File: src/rtl/lcd_pattern_sequencer_if.sv
// LCD panel bus: data enable, syncs, RGB565 pixel and the pattern mode on display.
// Pixel valid/ready: RGB is meaningful only when LCD_DE=1; the panel never stalls, so there is no ready.
interface lcd_pattern_sequencer_if;
  logic       LCD_DE;
  logic       LCD_HSYNC;
  logic       LCD_VSYNC;
  logic [4:0] LCD_R;
  logic [5:0] LCD_G;
  logic [4:0] LCD_B;
  logic [1:0] Mode;

  modport master (output LCD_DE, LCD_HSYNC, LCD_VSYNC, LCD_R, LCD_G, LCD_B, Mode);
  modport slave  (input  LCD_DE, LCD_HSYNC, LCD_VSYNC, LCD_R, LCD_G, LCD_B, Mode);
endinterface

File: src/rtl/lcd_pattern_sequencer.sv
// RGB565 LCD timing generator with four run-time test patterns selected by a
// debounced push button; mode changes are applied only at the frame boundary.
module lcd_pattern_sequencer #(
  parameter int H_ACTIVE   = 800,
  parameter int H_FRONT    = 210,
  parameter int H_SYNC     = 1,
  parameter int H_BACK     = 182,
  parameter int V_ACTIVE   = 480,
  parameter int V_FRONT    = 45,
  parameter int V_SYNC     = 5,
  parameter int V_BACK     = 6,
  parameter bit SYNC_POL   = 1'b0,
  parameter int NUM_BARS   = 8,
  parameter int CHECK_LOG2 = 5,
  parameter int GRAY_SHIFT = 3,
  parameter int DEB_CYCLES = 500000,
  parameter bit BTN_ACTIVE = 1'b1
) (
  input  logic                    PixelClk,
  input  logic                    Reset_Button,
  input  logic                    User_Button,
  lcd_pattern_sequencer_if.master lcd
);
  function automatic int max2(input int a, input int b);
    return (a > b) ? a : b;
  endfunction

  localparam int H_TOTAL = H_ACTIVE + H_FRONT + H_SYNC + H_BACK;
  localparam int V_TOTAL = V_ACTIVE + V_FRONT + V_SYNC + V_BACK;
  // Counters are widened so the gray and checker bit selects always exist.
  localparam int HW    = max2($clog2(H_TOTAL), max2(GRAY_SHIFT + 6, CHECK_LOG2 + 1));
  localparam int VW    = max2($clog2(V_TOTAL), CHECK_LOG2 + 1);
  localparam int BAR_W = H_ACTIVE / NUM_BARS;
  localparam int BW    = max2($clog2(BAR_W + 1), 1);
  localparam int DW    = max2($clog2(DEB_CYCLES + 1), 1);

  localparam logic [HW-1:0] H_LAST   = HW'(H_TOTAL - 1);
  localparam logic [HW-1:0] H_ACT    = HW'(H_ACTIVE);
  localparam logic [HW-1:0] HS_START = HW'(H_ACTIVE + H_FRONT);
  localparam logic [HW-1:0] HS_END   = HW'(H_ACTIVE + H_FRONT + H_SYNC);
  localparam logic [VW-1:0] V_LAST   = VW'(V_TOTAL - 1);
  localparam logic [VW-1:0] V_ACT    = VW'(V_ACTIVE);
  localparam logic [VW-1:0] VS_START = VW'(V_ACTIVE + V_FRONT);
  localparam logic [VW-1:0] VS_END   = VW'(V_ACTIVE + V_FRONT + V_SYNC);
  localparam logic [BW-1:0] BAR_CNT_LAST = BW'(BAR_W - 1);
  localparam logic [2:0]    BAR_IDX_LAST = 3'(NUM_BARS - 1);
  localparam logic [DW-1:0] DEB_LAST     = DW'(DEB_CYCLES - 1);

  logic [HW-1:0] h_cnt;
  logic [VW-1:0] v_cnt;
  logic [BW-1:0] bar_cnt;
  logic [2:0]    bar_idx;
  logic [1:0]    btn_sync;
  logic          btn_level;
  logic [DW-1:0] deb_cnt;
  logic [1:0]    pending;
  logic [1:0]    mode;

  logic       h_last, frame_last;
  logic       de_c, hs_c, vs_c;
  logic       btn_pressed, deb_flip, press_evt;
  logic [5:0] gray;
  logic       check_on;
  logic [4:0] r_c;
  logic [5:0] g_c;
  logic [4:0] b_c;

  assign h_last     = (h_cnt == H_LAST);
  assign frame_last = h_last && (v_cnt == V_LAST);
  assign de_c       = (h_cnt < H_ACT) && (v_cnt < V_ACT);
  assign hs_c       = (h_cnt >= HS_START) && (h_cnt < HS_END);
  assign vs_c       = (v_cnt >= VS_START) && (v_cnt < VS_END);

  // btn_level is held in "pressed" polarity regardless of BTN_ACTIVE.
  assign btn_pressed = (btn_sync[1] == BTN_ACTIVE);
  assign deb_flip    = (btn_pressed != btn_level) && (deb_cnt == DEB_LAST);
  assign press_evt   = deb_flip && btn_pressed;

  assign gray     = h_cnt[GRAY_SHIFT+5:GRAY_SHIFT];
  assign check_on = h_cnt[CHECK_LOG2] ^ v_cnt[CHECK_LOG2];

  // Bar palette bits: R off for idx[1], G off for idx[2], B off for idx[0].
  always_comb begin
    r_c = '0;
    g_c = '0;
    b_c = '0;
    case (mode)
      2'd0: begin
        r_c = {5{~bar_idx[1]}};
        g_c = {6{~bar_idx[2]}};
        b_c = {5{~bar_idx[0]}};
      end
      2'd1: begin
        g_c = gray;
        r_c = gray[5:1];
        b_c = gray[5:1];
      end
      2'd2: begin
        r_c = {5{check_on}};
        g_c = {6{check_on}};
        b_c = {5{check_on}};
      end
      default: begin
        r_c = '1;
        g_c = '1;
        b_c = '1;
      end
    endcase
    if (!de_c) begin
      r_c = '0;
      g_c = '0;
      b_c = '0;
    end
  end

  always_ff @(posedge PixelClk) begin
    if (Reset_Button) begin
      h_cnt         <= '0;
      v_cnt         <= '0;
      bar_cnt       <= '0;
      bar_idx       <= '0;
      btn_sync      <= {2{~BTN_ACTIVE}};
      btn_level     <= 1'b0;
      deb_cnt       <= '0;
      pending       <= '0;
      mode          <= '0;
      lcd.LCD_DE    <= 1'b0;
      lcd.LCD_HSYNC <= ~SYNC_POL;
      lcd.LCD_VSYNC <= ~SYNC_POL;
      lcd.LCD_R     <= '0;
      lcd.LCD_G     <= '0;
      lcd.LCD_B     <= '0;
    end else begin
      h_cnt <= h_last ? '0 : h_cnt + 1'b1;
      if (h_last) v_cnt <= (v_cnt == V_LAST) ? '0 : v_cnt + 1'b1;

      // Bar index tracks h_cnt without a divider; the last bar absorbs the remainder.
      if (h_last) begin
        bar_cnt <= '0;
        bar_idx <= '0;
      end else if (bar_cnt == BAR_CNT_LAST) begin
        bar_cnt <= '0;
        if (bar_idx != BAR_IDX_LAST) bar_idx <= bar_idx + 1'b1;
      end else begin
        bar_cnt <= bar_cnt + 1'b1;
      end

      btn_sync <= {btn_sync[0], User_Button};
      if (btn_pressed != btn_level) begin
        if (deb_flip) begin
          btn_level <= btn_pressed;
          deb_cnt   <= '0;
        end else begin
          deb_cnt <= deb_cnt + 1'b1;
        end
      end else begin
        deb_cnt <= '0;
      end

      // A press on the frame-last clock lands in pending after mode has sampled it.
      if (press_evt) pending <= pending + 2'd1;
      if (frame_last) mode <= pending;

      lcd.LCD_DE    <= de_c;
      lcd.LCD_HSYNC <= hs_c ? SYNC_POL : ~SYNC_POL;
      lcd.LCD_VSYNC <= vs_c ? SYNC_POL : ~SYNC_POL;
      lcd.LCD_R     <= r_c;
      lcd.LCD_G     <= g_c;
      lcd.LCD_B     <= b_c;
    end
  end

  assign lcd.Mode = mode;
endmodule

File: src/flat_wrapper.sv
// flat-port wrapper written by rule: the top's interface ports become plain ports
module lcd_pattern_sequencer_flat 
#(
  parameter int H_ACTIVE   = 800,
  parameter int H_FRONT    = 210,
  parameter int H_SYNC     = 1,
  parameter int H_BACK     = 182,
  parameter int V_ACTIVE   = 480,
  parameter int V_FRONT    = 45,
  parameter int V_SYNC     = 5,
  parameter int V_BACK     = 6,
  parameter bit SYNC_POL   = 1'b0,
  parameter int NUM_BARS   = 8,
  parameter int CHECK_LOG2 = 5,
  parameter int GRAY_SHIFT = 3,
  parameter int DEB_CYCLES = 500000,
  parameter bit BTN_ACTIVE = 1'b1
)
  (PixelClk, Reset_Button, User_Button, lcd_LCD_DE, lcd_LCD_HSYNC, lcd_LCD_VSYNC, lcd_LCD_R, lcd_LCD_G, lcd_LCD_B, lcd_Mode);
  lcd_pattern_sequencer_if lcd_i ();
  input  logic PixelClk;
  input  logic Reset_Button;
  input  logic User_Button;
  output wire logic [$bits(lcd_i.LCD_DE)-1:0] lcd_LCD_DE;
  output wire logic [$bits(lcd_i.LCD_HSYNC)-1:0] lcd_LCD_HSYNC;
  output wire logic [$bits(lcd_i.LCD_VSYNC)-1:0] lcd_LCD_VSYNC;
  output wire logic [$bits(lcd_i.LCD_R)-1:0] lcd_LCD_R;
  output wire logic [$bits(lcd_i.LCD_G)-1:0] lcd_LCD_G;
  output wire logic [$bits(lcd_i.LCD_B)-1:0] lcd_LCD_B;
  output wire logic [$bits(lcd_i.Mode)-1:0] lcd_Mode;
  assign lcd_LCD_DE = lcd_i.LCD_DE;
  assign lcd_LCD_HSYNC = lcd_i.LCD_HSYNC;
  assign lcd_LCD_VSYNC = lcd_i.LCD_VSYNC;
  assign lcd_LCD_R = lcd_i.LCD_R;
  assign lcd_LCD_G = lcd_i.LCD_G;
  assign lcd_LCD_B = lcd_i.LCD_B;
  assign lcd_Mode = lcd_i.Mode;
  lcd_pattern_sequencer #(.H_ACTIVE(H_ACTIVE), .H_FRONT(H_FRONT), .H_SYNC(H_SYNC), .H_BACK(H_BACK), .V_ACTIVE(V_ACTIVE), .V_FRONT(V_FRONT), .V_SYNC(V_SYNC), .V_BACK(V_BACK), .SYNC_POL(SYNC_POL), .NUM_BARS(NUM_BARS), .CHECK_LOG2(CHECK_LOG2), .GRAY_SHIFT(GRAY_SHIFT), .DEB_CYCLES(DEB_CYCLES), .BTN_ACTIVE(BTN_ACTIVE)) u_core (.PixelClk(PixelClk), .Reset_Button(Reset_Button), .User_Button(User_Button), .lcd(lcd_i));
endmodule
File: config.mk
export PLATFORM = sky130hd
export DESIGN_NAME = lcd_pattern_sequencer_flat
export DESIGN_NICKNAME = d
export VERILOG_FILES = /design/src/rtl/lcd_pattern_sequencer_if.sv /design/src/rtl/lcd_pattern_sequencer.sv /design/src/flat_wrapper.sv
export SDC_FILE = /design/constraint.sdc
export NUM_CORES = 1
export LEC_CHECK = 0
export ABC_CLOCK_PERIOD_IN_PS = 1900
export CORE_ASPECT_RATIO = 1.75
export CORE_MARGIN = 5
export CORE_UTILIZATION = 45
export CTS_CLUSTER_SIZE = 24
export DETAILED_ROUTE_END_ITERATION = 10
export GPL_ROUTABILITY_DRIVEN = 0
export GPL_TIMING_DRIVEN = 0
export PLACE_DENSITY = 0.67
export SETUP_SLACK_MARGIN = 0.15
export SLEW_MARGIN = 20
export SYNTH_ARGS = -nofsm -noshare
export SYNTH_HDL_FRONTEND = slang
export SYNTH_SLANG_ARGS = --single-unit
File: constraint.sdc
create_clock -name PixelClk -period 1.9 [get_ports PixelClk]
set_input_delay 0.285 -clock PixelClk [delete_from_list [all_inputs] [get_ports PixelClk]]
set_output_delay 0.285 -clock PixelClk [all_outputs]
set_load 0.005 [all_outputs]
-- Word-level counts from Yosys, hierarchy flattened
Index checks and enable logic that the tools add are counted.
- register bits: 76
- input port bits: 3
- output and inout bits: 21
- add/subtract/negate cells: 6
- order comparisons: 6
- equal/unequal tests: 8
- multiplexer cells: 6
- bitwise logic cells: 6
- reductions and logical operators: 13
- operators by type and width (operator ; number):
    one-hot mux 5 bit (3 select lines) ; 2
    < comparator 11 x 10 -> 1 bit, second input constant ; 2
    adder 19 x 1 -> 19 bit, second input constant ; 1
    equality test 19 bit, second input constant ; 1
    one-hot mux 6 bit (3 select lines) ; 1
    adder 11 x 1 -> 11 bit, second input constant ; 1
    equality test 11 bit, second input constant ; 1
    greater-or-equal comparator 11 x 10 -> 1 bit, second input constant ; 1
    adder 10 x 1 -> 10 bit, second input constant ; 1
    equality test 10 bit, second input constant ; 1
    greater-or-equal comparator 10 bit, second input constant ; 1
    < comparator 10 bit, second input constant ; 1
    < comparator 10 x 9 -> 1 bit, second input constant ; 1
    2-to-1 mux 10 bit ; 1
    adder 7 x 1 -> 7 bit, second input constant ; 1
    equality test 7 bit, second input constant ; 1
    logical AND 1 bit ; 6
    OR reduction 3 bit ; 2
    inverter 1 bit ; 5
    AND reduction 2 bit ; 2
    OR reduction 2 bit ; 2
    adder 3 x 1 -> 3 bit, second input constant ; 1
    != test 3 bit, second input constant ; 1
    adder 2 x 1 -> 2 bit, second input constant ; 1
    other kinds (6) ; 7

-- Logic depth before layout (Yosys ltp)
- word-level depth: 4
- depth in mapped cells: 6

-- Least setup slack after synthesis
No wires, ideal clock.
- kind: flip-flop to flip-flop
- start: reg u_core.deb_cnt[0]
- end: reg u_core.deb_cnt[18]
- library setup time: 0.071 ns
- arrival: 1.730 ns
- path slack: 0.099 ns
- stages on the path, launching flop included: 6
- cells stage by stage: dfxtp_1 ha_1 nand4_2 or4_4 or3_1 a21oi_1
- longest elaborated chain between the ends: 3
- elaborated cells between the ends (all ways): 4
- those cells by class: 1 x add/sub; 1 x eq/ne; 2 x reduce/logical
- ends and longest elaborated chain (what ; line ; RTL):
    start: declaration ; lcd_pattern_sequencer.sv:55 ; logic [DW-1:0] deb_cnt;
    start signal: assignment ; lcd_pattern_sequencer.sv:154 ; deb_cnt <= deb_cnt + 1'b1;
    parallel branches: the longest is 3 deep, another holds adder 19 x 1 -> 19 bit ; -- ;
Parallel ways; which one is timed is not known.
A chain may end at the register's enable or synchronous reset.

-- Worst setup path in the final report
- start: reg u_core.deb_cnt[5]
- end: reg u_core.deb_cnt[18]
Same word-level chain as after synthesis.

==> reports/summary.txt <==
status: completed
hold_ws: 0.444 ns
gr usage total: 0.167
Post-Route WL: 7320 microns
WL/cell: 14.3 microns
cell area power density: 819 mW/mm^2
critical path data arrival time: 1.95 ns
register area share after synthesis: 0.453
RSZ-0062 raised after global routing: true
Worst VDD drop: 608 uV
most instantiated cells after synthesis: 76 x dfxtp_1, 45 x nor2_1, 28 x a21oi_1
Post-CTS Hold Fix Bufs: 0
Clock Path Buffers: 2
critical path peak fanout: 8
mapped cell area: 0.00336 sq mm
max cap viols: 0
pin count of the biggest net entering global routing: 14
Setup Viol. Count Final: 0
drt drc: 0
required time worst endpoint: 2.16 ns
crit path from: u_core.deb_cnt[5]$_SDFF_PP0_
vias after detailed routing: 2834
Slew @ Worst Pin: 0.500 ns
I/O Pins: 24
met2 usage: 0.300
reg2reg start: u_core.deb_cnt[5]$_SDFF_PP0_
Final Hold Viols: 0
Post-Synthesis Cells: 375
initial core utilization: 0.464
post-synthesis register bit count: 76
Crit Path Class: register to register
CTS Sinks: 76
grt total ovfl: 0
met1 Use GR: 0.165
Final Util: 0.581
# rows: 41
most frequent cell after synthesis: dfxtp_1
Placed Cells: 484
post-synth top area share: 0.453
top post-synthesis cells by area: dfxtp_1 45%, nor2_1 5.0%, xor2_1 4.4%, a21oi_1 4.2%, xnor2_1 4.2%
relative slew slack: 0.666
Setup crit end kind: register
EDFF count, synth: 0
async set-reset flop share out of synthesis: 0
prevailing post-synth register cell: dfxtp_1
Critical Path Start Type: register
Critical R2R Capture: u_core.deb_cnt[18]$_SDFF_PP0_
Period Utilization, post-route: 0.891
diodes inserted: 0
Die X: 75.3 microns
DRT iter0 DRCs: 178
CTS tree: built
met3 usage: 0.0404
Clock Skews: 0.00787 ns
min cycle time layout: 1.69 ns
GRT Max-Usage Layer: met2
DIE HEIGHT: 124 microns
cell taking the most area after synthesis: dfxtp_1
first-pass GRT wire length: 12300 microns
Clock Root Buffer: clkbuf_16
DR pass1 iterations: 4
Detail Placement HPWL: 5250 microns
post-route insts no fill: 510
CTS Buf Count: 9
hold path depth: 1
Achievable Freq: 591 MHz
htree depth: 3
DIE AREA: 0.00936 sq mm
vias in the first global route: 2784
area of the core: 0.00723 sq mm
Netlist cell types: 45
Skew-Pair Late Insertion Delay: 0.33 ns
Hold EP: u_core.btn_sync[1]$_SDFF_PP0_
layout cells sized above 1: 0.160
Post-Syn Nets: 388
fin nets: 432
area delta synth->final: 25.1%
port buffer count: 23
yosys warns: 0
leakage: 1.49 nW
worst min-delay path class: register to register
setup slack, reg-to-reg: 0.21 ns
Hold Crit Start: u_core.btn_sync[0]$_SDFF_PP0_
worst r2r path cells: 5
Worst-path clk slew: 0.06 ns
vias per cell: 5.56
Max Slew Vio Count: 0
Routed Antenna Nets: 0
antenna violations before repair: 0
syn_area_per_cell: 8.96 sq um
worst max-delay path by stage:
stage                                           end  slack [ns]
global placement      u_core.deb_cnt[12]$_SDFF_PP0_       -0.19
finish                u_core.deb_cnt[18]$_SDFF_PP0_        0.21
CTS                 u_core.lcd.Mode[0]$_SDFFE_PP0P_        0.14
global route          u_core.deb_cnt[18]$_SDFF_PP0_        0.11
floorplan             u_core.deb_cnt[18]$_SDFF_PP0_        0.17
detailed placement    u_core.deb_cnt[13]$_SDFF_PP0_       -0.18
flip-flops by register name (all words and copies together), names as in the netlist:
| signal | count |
|---|---|
| u_core.v_cnt | 10 |
| u_core.lcd.LCD_G | 6 |
| u_core.btn_sync | 2 |
| u_core.lcd.LCD_R | 5 |
| u_core.deb_cnt | 19 |
| u_core.bar_cnt | 7 |
| u_core.btn_level | 1 |
| u_core.bar_idx | 3 |
| u_core.lcd.LCD_VSYNC | 1 |
| u_core.lcd.LCD_HSYNC | 1 |
| u_core.pending | 2 |
| u_core.lcd.LCD_DE | 1 |
| u_core.lcd.Mode | 2 |
| u_core.lcd.LCD_B | 5 |
| u_core.h_cnt | 11 |
metrics by stage:
stage	setup WS (ns)	TNS [ns]	power (mW)	cell area (sq um)
3_3_place_gp	-0.195	-2.97	1.80	3720
3_5_place_dp	-0.183	-3.25	1.80	3720
4_1_cts	0.138	0	3.47	4110
6_report	0.208	0	3.44	4200
2_1_floorplan	0.170	0	1.74	3380
5_1_grt	0.110	0	3.57	4200
worst max-delay path: stages, from the launching register on:
cell,delay (ns)
dfxtp_1,0.30
buf_4,0.15
nand4_4,0.14
or4_4,0.56
or3_1,0.32
a21oi_1,0.15
where the power goes:
| group | switching (mW) | internal (mW) | total, mW | leakage, nW |
|---|---|---|---|---|
| Combinational | 0.0616 | 0.0674 | 0.129 | 0.723 |
| Sequential | 0.0197 | 1.63 | 1.65 | 0.624 |
| Clock | 0.649 | 1.02 | 1.67 | 0.142 |
placed cells by master, fill, tap and decap left out, drive strengths merged, types with 2 or more instances in the layout:
cell and n:
o21ai 26, xnor2 16, nand4 14, o2111ai 2, inv 12, or2 2, nand2 19, nor4 10
nand2b 2, dfxtp 76, o31ai 3, clkbuf 20, o21bai 3, mux2i 8, nor3 10, buf 16
clkinv 4, nor4bb 3, ha 10, nor2b 3, a21oi 28, nand3 18, clkdlybuf4s50 23, nor4b 3
or4 3, and4 3, and4b 3, and3 4, xor2 17, or3 7, nor2 45
per-layer routing:
| metal | share of wire | wire [microns] |
|---|---|---|
| met1 | 0.37 | 2690 |
| met4 | 0.028 | 208 |
| met3 | 0.038 | 275 |
| met2 | 0.57 | 4140 |
| met5 | 0 | 0 |
cell type report:
class	count	area, sq um
fillers	626	3030
multi-input cells	271	1830
flip-flops and latches	76	1530
repair buffers	33	309
clock buffers	10	229
well taps	86	108
plain buffers	16	82.6
clock inverters	6	65.1
inverters	12	45.0
cells by family (layout without fill, tap and decap cells):
group | Yosys count | after routing | synth area share
multiplexers | 8 | 8 | 0.0238
XOR/XNOR | 33 | 33 | 0.0860
flip-flops | 76 | 76 | 0.453
AO/OA/AOI/OAI | 65 | 65 | 0.108
AND/OR/NAND/NOR | 155 | 155 | 0.258
adder cells (fa/ha/maj) | 10 | 10 | 0.0372
buffers and inverters | 28 | 77 | 0.0339
repair_timing:
item / in CTS / in global routing
resized for setup: 20 / 20
pin swaps: 5 / 9
setup buffers: 5 / 5
setup endpoints to repair: 52 / 47
No activity file was read; power rests on OpenSTA's default activity.
==> patch, RTL diff (config.mk and constraints unchanged) <==
Reset style: asynchronous (`Reset_Button`), changed in one clocked block.
--- a/src/rtl/lcd_pattern_sequencer.sv
+++ b/src/rtl/lcd_pattern_sequencer.sv
@@ -113,7 +113,7 @@
     end
   end
 
-  always_ff @(posedge PixelClk) begin
+  always_ff @(posedge PixelClk or posedge Reset_Button) begin
     if (Reset_Button) begin
       h_cnt         <= '0;
       v_cnt         <= '0;
Function: differs if Reset_Button is asserted again (counterexample within 4 cycles, from zero or initial values and one cycle with Reset_Button high); with Reset_Button held inactive, the same outputs for 10 cycles.
==> patch against the original RTL <==
  * Final area grew 11%
  * Final cell count shrank 3.3%
  * Area after synthesis grew 5.0%
  * Hold slack lost 0.091 ns
  * Critical path depth shrank 1
  * Worst setup slack lost 0.21 ns
  * Total power shrank 5.4%
  * Count of clock-buffer cells in the layout grew 1
  * Largest cell class is now flip-flops and latches
  * Routed wire length grew 2.2%
  * Sequential cell count is the same
  * Maximum frequency shrank 11%
  * Highest routed layer unchanged
==> patch: results (changes against the original RTL) <==
Crit path max-delay family simple AND/OR/NAND/NOR gates; Post-Place Cell Area 3960 um^2 (+6.4%); Hold Vio Cnt, Final 0 (unchanged); max incr delay on CP between 0.5 and 0.6 ns; worst reg2reg startpoint u_core.h_cnt[8]; Slowest-stage cell, CP or4b_4; Post-synth top cells dfrtp_1 (74), nor2_1 (43), xnor2_1 (27), nand3_1 (20), o21ai_0 (20); syn_nets 349 (-10%); post-synthesis sequential area ratio 0.540 (+0.0870); hold depth 0 (-1); Worst VDD drop 0.514 mV (-15%); WP data arrival 2.11 ns (+0.16 ns); hpwl dp 5040 um (-4.0%); Sw Share 0.211 (-0.00151); Overall Global Routing Usage 0.165 (-0.00212); biggest regs u_core.deb_cnt x19, u_core.h_cnt x11, u_core.v_cnt x10; first-pass GRT wire length 13000 um (+5.7%); detailed-route wire length 7480 um (+2.2%); worst rel slew slack 0.579 (-0.0871); distinct cell type count after synthesis 42 (-6.7%); Clock Path Buffers 2 (unchanged); Post-Synth XOR/XNOR Area 0.0968 (+0.0108); Adder-Cell Fraction of Synth Area 0.0355 (-0.00177); Ys Warns 0 (unchanged); Root Buffer clkbuf_16; share of layout cells above drive strength 1 0.252 (+0.0915); DR vias 2649 (-6.5%); Final Skew 0.00515 ns (-0.00273 ns); Leak 1.95 nW (+31%); Filler Cell Count 603 (-3.7%); FF-to-FF End u_core.v_cnt[3]; Layout Nets 413 (-4.4%); outcome completed; compound-cell area share of the yosys netlist 0.0780 (-0.0303); Worst Path Max Fanout 4 (-4); worst r2r path cells 4 (-1); Async SR Flop Fraction 1.00 (+1.00); mux contribution to synthesized area 0.0263 (+0.00241); ranking of synthesized cells by area dfrtp_1 (53%), xnor2_1 (6.7%), nor2_1 (4.6%); DRT iter0 DRCs 90 (-49%); setup slack, reg-to-reg 0.0009 ns (-0.21 ns); largest net degree at the start of global routing 32 (+18); clock-pin slew on the worst setup and hold paths about 0.050 ns; number of global-route vias before repair 2789 (+0.18%); Pre-Repair DR Iteration Count 6 (+2); H-tree depth 3 (unchanged)
## patch: cell types whose count changed in the layout (fill, tap and decap cells not counted), sizes merged, moves of 5 or more
cell,change
a21oi,-9
buf,+16
dfrtp,+74
dfxtp,-76
nand4,-7
o21ai,-5
xnor2,+11
xor2,-5
## patch: how the worst min path moves through the flow
stage	start	to	slack [ns]
final	u_core.btn_sync[0]	u_core.btn_sync[1]	0.35
after floorplan	User_Button	u_core.btn_sync[0]	0.32
after CTS	u_core.btn_sync[0]	u_core.btn_sync[1]	0.36
after global routing	u_core.btn_sync[0]	u_core.btn_sync[1]	0.38
after global placement	u_core.btn_sync[0]	u_core.btn_sync[1]	0.33
after detailed placement	u_core.btn_sync[0]	u_core.btn_sync[1]	0.34
## patch: power by group through the flow
stage	Combinational (mW)	Sequential (mW)	Clock, mW
2_1_floorplan	0.0399	1.66	0
3_3_place_gp	0.0561	1.66	0
3_5_place_dp	0.0702	1.66	0
4_1_cts	0.0779	1.64	1.57
5_1_grt	0.0959	1.64	1.66
6_report	0.0833	1.64	1.54
## patch: logic make-up (layout without fill, tap and decap cells)
logic type / after synthesis / after routing
AOI/OAI and AO/OA: 50 / 50
DFF: 76 / 76
muxes: 8 / 8
xor gates and xnor gates: 39 / 39
adders and majority gates: 10 / 10
buffers and inverters: 22 / 91
and+or+nand+nor: 131 / 131
## patch: metal layers
| metal | GRT usage | vias up | part of all wire | wire length, um |
|---|---|---|---|---|
| met1 | 0.168 | 1291 | 0.37 | 2760 |
| met4 | 0.0834 | 0 | 0.020 | 150 |
| met5 | 0 | - | 0 | 0 |
| met2 | 0.304 | 47 | 0.58 | 4330 |
| li1 | - | 1297 | - | - |
| met3 | 0.0437 | 14 | 0.031 | 234 |
## patch: metrics by stage
step	instances	setup WS [ns]	utilization	total power [mW]
after detailed placement	449	-0.203	0.519	1.73
after floorplan	336	0.0362	-	1.70
after global routing	493	-0.0512	0.611	3.39
after CTS	484	-0.0656	0.588	3.28
after global placement	447	-0.178	0.513	1.72
final	493	0.000915	0.611	3.26
## patch: timing repair
item	4_1_cts	5_1_grt
setup endpoints to repair	52	34
pin swaps	12	20
endpoints found under the hold margin	0	0
buffers inserted	19	9
resized for setup	27	40
## patch: layout make-up
cell class | instances | area, um^2 | share of cell area
plain buffers | 11 | 62.6 | 0.0134
clock buffers | 11 | 243 | 0.0521
clock inverters | 5 | 27.5 | 0.00591
inverters | 11 | 45.0 | 0.00967
multi-input cells | 238 | 1730 | 0.372
flip-flops and latches | 76 | 1920 | 0.412
well taps | 88 | 110 | 0.0236
repair buffers | 53 | 522 | 0.112
